`config.mk`:
```
export PLATFORM = sky130hd
export DESIGN_NAME = fetch_stage
export DESIGN_NICKNAME = d
export VERILOG_FILES = /design/src/rtl/fetch_stage.sv
export SDC_FILE = /design/constraint.sdc
export NUM_CORES = 1
export LEC_CHECK = 0
export ABC_AREA = 0
export BUFFER_PORTS_ARGS = -buffer_cell sky130_fd_sc_hd__clkbuf_2
export CAP_MARGIN = 20
export CORE_ASPECT_RATIO = 1.1
export CORE_MARGIN = 2
export CORE_UTILIZATION = 25
export DETAILED_ROUTE_END_ITERATION = 6
export REMOVE_ABC_BUFFERS = 1
export SLEW_MARGIN = 20
export SYNTH_ARGS = -nofsm -noshare
export SYNTH_HDL_FRONTEND = slang
export SYNTH_SLANG_ARGS = --single-unit
```
`constraint.sdc`:
```
create_clock -name clk -period 8.22 [get_ports clk]
set_clock_uncertainty 0.05 [all_clocks]
set_input_delay 1.644 -clock clk [delete_from_list [all_inputs] [get_ports clk]]
set_output_delay 1.644 -clock clk [all_outputs]
set_load 0.05 [all_outputs]
```
`src/rtl/fetch_stage.sv`:
```
// Instruction fetch with IF/ID register: one outstanding imem request, word lands in IF/ID the edge after rvalid.
// Latency: 2 cycles per instruction with single-cycle memory. Backpressure: stall holds IF/ID and parks a late word in a 1-entry buffer.
module fetch_stage #(
    parameter int                XLEN     = 32,
    parameter logic [XLEN-1:0]   RESET_PC = '0,
    parameter logic [31:0]       NOP_INST = 32'h0000_0013
) (
    input  logic            clk,
    input  logic            reset,
    output logic            imem_req,
    output logic [XLEN-1:0] imem_addr,
    input  logic            imem_gnt,
    input  logic            imem_rvalid,
    input  logic [31:0]     imem_rdata,
    input  logic            stall,
    input  logic            redirect,
    input  logic [XLEN-1:0] redirect_pc,
    output logic [31:0]     id_inst,
    output logic [XLEN-1:0] id_pc,
    output logic [XLEN-1:0] id_pc4,
    output logic [6:0]      opcode,
    output logic [2:0]      func3,
    output logic [6:0]      func7,
    output logic [4:0]      rd,
    output logic [4:0]      rs1,
    output logic [4:0]      rs2,
    output logic            bubble
);

    localparam logic [1:0] S_FETCH = 2'd0;
    localparam logic [1:0] S_WAIT  = 2'd1;
    localparam logic [1:0] S_HOLD  = 2'd2;

    logic [1:0]      state_q, state_d;
    logic [XLEN-1:0] pc_q, pc_d;
    logic [XLEN-1:0] pc_inflight_q, pc_inflight_d;
    logic            kill_q, kill_d;
    logic [31:0]     buf_inst_q, buf_inst_d;
    logic [XLEN-1:0] buf_pc_q, buf_pc_d;
    logic [31:0]     id_inst_q, id_inst_d;
    logic [XLEN-1:0] id_pc_q, id_pc_d;
    logic            bubble_q, bubble_d;

    logic            new_vld;
    logic [31:0]     new_inst;
    logic [XLEN-1:0] new_pc;

    logic            unused_rpc_bits;
    assign unused_rpc_bits = ^redirect_pc[1:0];

    always_comb begin
        state_d       = state_q;
        pc_d          = pc_q;
        pc_inflight_d = pc_inflight_q;
        kill_d        = kill_q;
        buf_inst_d    = buf_inst_q;
        buf_pc_d      = buf_pc_q;
        new_vld       = 1'b0;
        new_inst      = NOP_INST;
        new_pc        = id_pc_q;

        case (state_q)
            S_FETCH: begin
                if (imem_gnt) begin
                    pc_inflight_d = pc_q;
                    pc_d          = pc_q + XLEN'(4);
                    state_d       = S_WAIT;
                    kill_d        = redirect;
                end
            end
            S_WAIT: begin
                if (imem_rvalid) begin
                    state_d = S_FETCH;
                    kill_d  = 1'b0;
                    // A killed or same-cycle-redirected response is simply dropped.
                    if (!kill_q && !redirect) begin
                        if (!stall) begin
                            new_vld  = 1'b1;
                            new_inst = imem_rdata;
                            new_pc   = pc_inflight_q;
                        end else begin
                            buf_inst_d = imem_rdata;
                            buf_pc_d   = pc_inflight_q;
                            state_d    = S_HOLD;
                        end
                    end
                end else if (redirect) begin
                    kill_d = 1'b1;
                end
            end
            S_HOLD: begin
                if (redirect) begin
                    state_d = S_FETCH;
                end else if (!stall) begin
                    new_vld  = 1'b1;
                    new_inst = buf_inst_q;
                    new_pc   = buf_pc_q;
                    state_d  = S_FETCH;
                end
            end
            default: state_d = S_FETCH;
        endcase

        if (redirect) begin
            pc_d = {redirect_pc[XLEN-1:2], 2'b00};
        end
    end

    always_comb begin
        id_inst_d = id_inst_q;
        id_pc_d   = id_pc_q;
        bubble_d  = bubble_q;
        if (redirect) begin
            id_inst_d = NOP_INST;
            bubble_d  = 1'b1;
        end else if (stall) begin
            id_inst_d = id_inst_q;
        end else if (new_vld) begin
            id_inst_d = new_inst;
            id_pc_d   = new_pc;
            bubble_d  = 1'b0;
        end else begin
            id_inst_d = NOP_INST;
            bubble_d  = 1'b1;
        end
    end

    always_ff @(posedge clk or posedge reset) begin
        if (reset) begin
            state_q       <= S_FETCH;
            pc_q          <= RESET_PC;
            pc_inflight_q <= '0;
            kill_q        <= 1'b0;
            buf_inst_q    <= NOP_INST;
            buf_pc_q      <= '0;
            id_inst_q     <= NOP_INST;
            id_pc_q       <= '0;
            bubble_q      <= 1'b1;
        end else begin
            state_q       <= state_d;
            pc_q          <= pc_d;
            pc_inflight_q <= pc_inflight_d;
            kill_q        <= kill_d;
            buf_inst_q    <= buf_inst_d;
            buf_pc_q      <= buf_pc_d;
            id_inst_q     <= id_inst_d;
            id_pc_q       <= id_pc_d;
            bubble_q      <= bubble_d;
        end
    end

    assign imem_req  = (state_q == S_FETCH) && !reset;
    assign imem_addr = pc_q;

    assign id_inst = id_inst_q;
    assign id_pc   = id_pc_q;
    assign id_pc4  = id_pc_q + XLEN'(4);
    assign bubble  = bubble_q;
    assign opcode  = id_inst_q[6:0];
    assign rd      = id_inst_q[11:7];
    assign func3   = id_inst_q[14:12];
    assign rs1     = id_inst_q[19:15];
    assign rs2     = id_inst_q[24:20];
    assign func7   = id_inst_q[31:25];

endmodule

```
==> results.sh <==
export IMPL_outcome="finished clean"
export IMPL_insertion_delay_ns=0.44
export IMPL_hold_buffers=0
export IMPL_yosys_warnings=0
export IMPL_antenna_cells=0
export IMPL_final_min_clock_period_ns=4.34
export IMPL_fin_crit_sh=0.528
export IMPL_synthTopCellsByArea="dfrtp_1 50%, mux2_2 11%, mux2i_1 3.4%, buf_4 3.2%, nand2_1 3.1%"
export IMPL_start_util=0.255
export IMPL_synth_largest_area_cell="dfrtp_1"
export IMPL_r2r_start="state_q[0]"
export IMPL_vdd_drop_max_mv=0.228
export IMPL_synth_top_area_share=0.503
export IMPL_grt_util_met1=0.169
export IMPL_grt_pass1_vias=6572
export IMPL_synth_edf_count=0
export IMPL_cts_tree="done"
export IMPL_min_from="buf_inst_q[4]"
export IMPL_antenna_found_initial=0
export IMPL_core_um2=35300
export IMPL_ys_async_sr_fraction=1.00
export IMPL_wl_um=24300
export IMPL_cts_sinks=188
export IMPL_fmax_mhz=230
export IMPL_final_cell_area_um2=11000
export IMPL_cp_data_required_time_ns=6.53
export IMPL_clock_path_buffers=2
export IMPL_layout_nets=1092
export IMPL_worstPathArrival_ns=2.65
export IMPL_netlist_instances=846
export IMPL_die_w_um=185
export IMPL_post_cts_buffers=0
export IMPL_slew_headroom=0.329
export IMPL_ys_types=46
export IMPL_holdPathStages=2
export IMPL_rsz0062_at_grt="no"
export IMPL_whs_ns=0.446
export IMPL_vias=6972
export IMPL_setup_viol=0
export IMPL_crit_start="id_pc[4]"
export IMPL_dpl_hpwl_um=17300
export IMPL_io_pins=232
export IMPL_cts_resized_gates=0
export IMPL_synth_seq_area_share=0.524
export IMPL_drt_pre_antenna_iters=4
export IMPL_post_drt_wl_per_cell_um=16.1
export IMPL_crit_type="register to output port"
export IMPL_maxCapViolations=0
export IMPL_synth_area_um2=9000
export IMPL_grtUsageMet2=0.223
export IMPL_drc=0
export IMPL_cellLeakagePower_nw=4.83
export IMPL_globalplace_congestion=0.788
export IMPL_area_growth_pct=22.1
export IMPL_routed_via_density=4.61
export IMPL_powerDensity_nw_per_um2=360
export IMPL_min_path_type="register to register"
export IMPL_grt_pass1_wl_um=37900
export IMPL_ff2ff_path_depth=6
export IMPL_track_usage=0.132
export IMPL_slew_violations=0
export IMPL_gr_total_overflow=0
export IMPL_top_usage_layer="met2"
export IMPL_cts_inserted_buffers=17
export IMPL_pre_cts_ws_ns=3.92
export IMPL_worstPathMaxFanout=7
export IMPL_rows=72
export IMPL_avgSynthCellArea_um2=10.6
export IMPL_crit_path_end_kind="output port"
export IMPL_cp_start_kind="register"
export IMPL_root_buffer="clkbuf_16"
export IMPL_gr_usage_met3=0.0213
export IMPL_synth_ff_type="dfrtp_1"
export IMPL_tightest_slew_ns=1.01
export IMPL_finalHoldViolCount=0
export IMPL_synth_seq_cells=188
export IMPL_setup_tns_final_ns=0
export IMPL_grt_max_degree=119
export IMPL_fin_ws_ns=3.88
export IMPL_port_buffers=223
export IMPL_cts_htree_levels=4
export IMPL_clkTransAtPathRegs_ns=0.08
export IMPL_post_dp_cell_area_um2=10400
export IMPL_drive_gt1_frac=0.353
export IMPL_dieArea_um2=37500
export IMPL_die_h_um=203
export IMPL_antenna_left=0
export IMPL_drt_iter0_drc=378
==> worst max-delay path: stages (launching register included) <==
cell	delay [ns]
dfrtp_1	0.46
and4_1	0.31
and3_1	0.43
nand4_1	0.16
xnor2_1	0.46
clkbuf_2	0.37
==> placed cells by master (no fill, tap or decap), drive strengths merged, types with 5 or more instances in the layout <==
cell type  synthesis  layout
mux2i             31      31
and3               7       7
buf               44       9
clkinv             0       6
a22oi             29      29
clkbuf            41     241
nor4               9       9
dfstp              7       7
nand4             17      17
a21oi             34      34
or3                8       8
or4               11      11
conb               1       6
a31oi             16      16
nand2             74      74
xor2              10      10
mux2              84      84
nor3              12      12
o21ai             56      56
nand3             26      26
xnor2             30      30
nor2              59      59
inv               20      26
dfrtp            181     181
ha                 5       5
o31ai              9       9
==> metal layers <==
layer / routed length (um) / share of wire / vias to the layer above
li1: - / - / 3317
met1: 10700 / 0.44 / 3458
met2: 12000 / 0.50 / 171
met3: 986 / 0.041 / 26
met4: 511 / 0.021 / 0
met5: 0 / 0 / -
==> final cells by class <==
| cell class | count | area, um2 |
|---|---|---|
| clock inverter | 14 | 178 |
| timing repair buffer | 232 | 1180 |
| tap | 481 | 602 |
| clock buffer | 18 | 429 |
| multi-input combinational | 558 | 3800 |
| sequential | 188 | 4710 |
| inverter | 20 | 82.6 |
| fill | 3677 | 24300 |
==> final timing paths <==
kind                                 endpoint  slack, ns
max in group asynchronous         id_inst[31]       5.39
worst max-delay path               id_pc4[17]       3.88
worst min-delay path               id_inst[4]       0.45
min in group asynchronous        imem_addr[2]       1.28
worst max register to register  imem_addr[26]       5.39
worst min register to register     id_inst[4]       0.45
==> synth_stat cells, types with 2 or more instances <==
master,count
nor2_1,59
o31a_1,2
buf_2,2
mux2_2,84
nor4_1,9
nand3_1,25
xor2_1,10
xnor2_1,30
nor3_1,12
a31oi_1,16
clkbuf_1,41
buf_4,38
o211ai_1,3
or3b_2,2
dfrtp_1,181
and3_1,7
ha_1,5
buf_1,4
a21oi_1,34
a22oi_1,29
o21ai_0,55
nand2_1,74
dfstp_2,7
nand2b_1,3
inv_1,20
mux2i_1,31
or4_1,11
o31ai_1,9
and4_1,3
or3_1,8
nand4_1,17
==> cells by family (layout without fill, tap and decap cells) <==
group	Yosys count	in the layout	share of synthesized area
XOR/XNOR	40	40	0.0389
multiplexers	115	115	0.140
AND/OR/NAND/NOR	235	235	0.125
flip-flops	188	188	0.524
buffers and inverters	105	284	0.0599
adder cells (fa/ha/maj)	5	5	0.00695
AO/OA/AOI/OAI	157	157	0.105
other	1	6	0.000417
==> registers in the layout (all words and copies together) (netlist names) <==
signal,cells
buf_inst_q,32
id_inst,32
buf_pc_q,30
id_pc,30
imem_addr,30
pc_inflight_q,30
state_q,2
bubble,1
kill_q,1
==> through the flow <==
step / utilization / std cells / total power (W)
6_report: 0.311 / 1511 / 0.00395
5_1_grt: 0.311 / 1511 / 0.00418
2_1_floorplan: - / 766 / 0.00271
4_1_cts: 0.311 / 1511 / 0.00400
3_3_place_gp: 0.294 / 1479 / 0.00310
3_5_place_dp: 0.294 / 1479 / 0.00314
==> power breakdown <==
part	leakage, nW	total [W]	switching, W	internal, W
Clock	0.293	0.000850	0.000411	0.000438
Sequential	2.32	0.00155	0.000295	0.00125
Combinational	2.22	0.00155	0.00107	0.000486
Total	4.83	0.00395	0.00177	0.00218
Note: power is estimated with default switching activity, not from simulation.
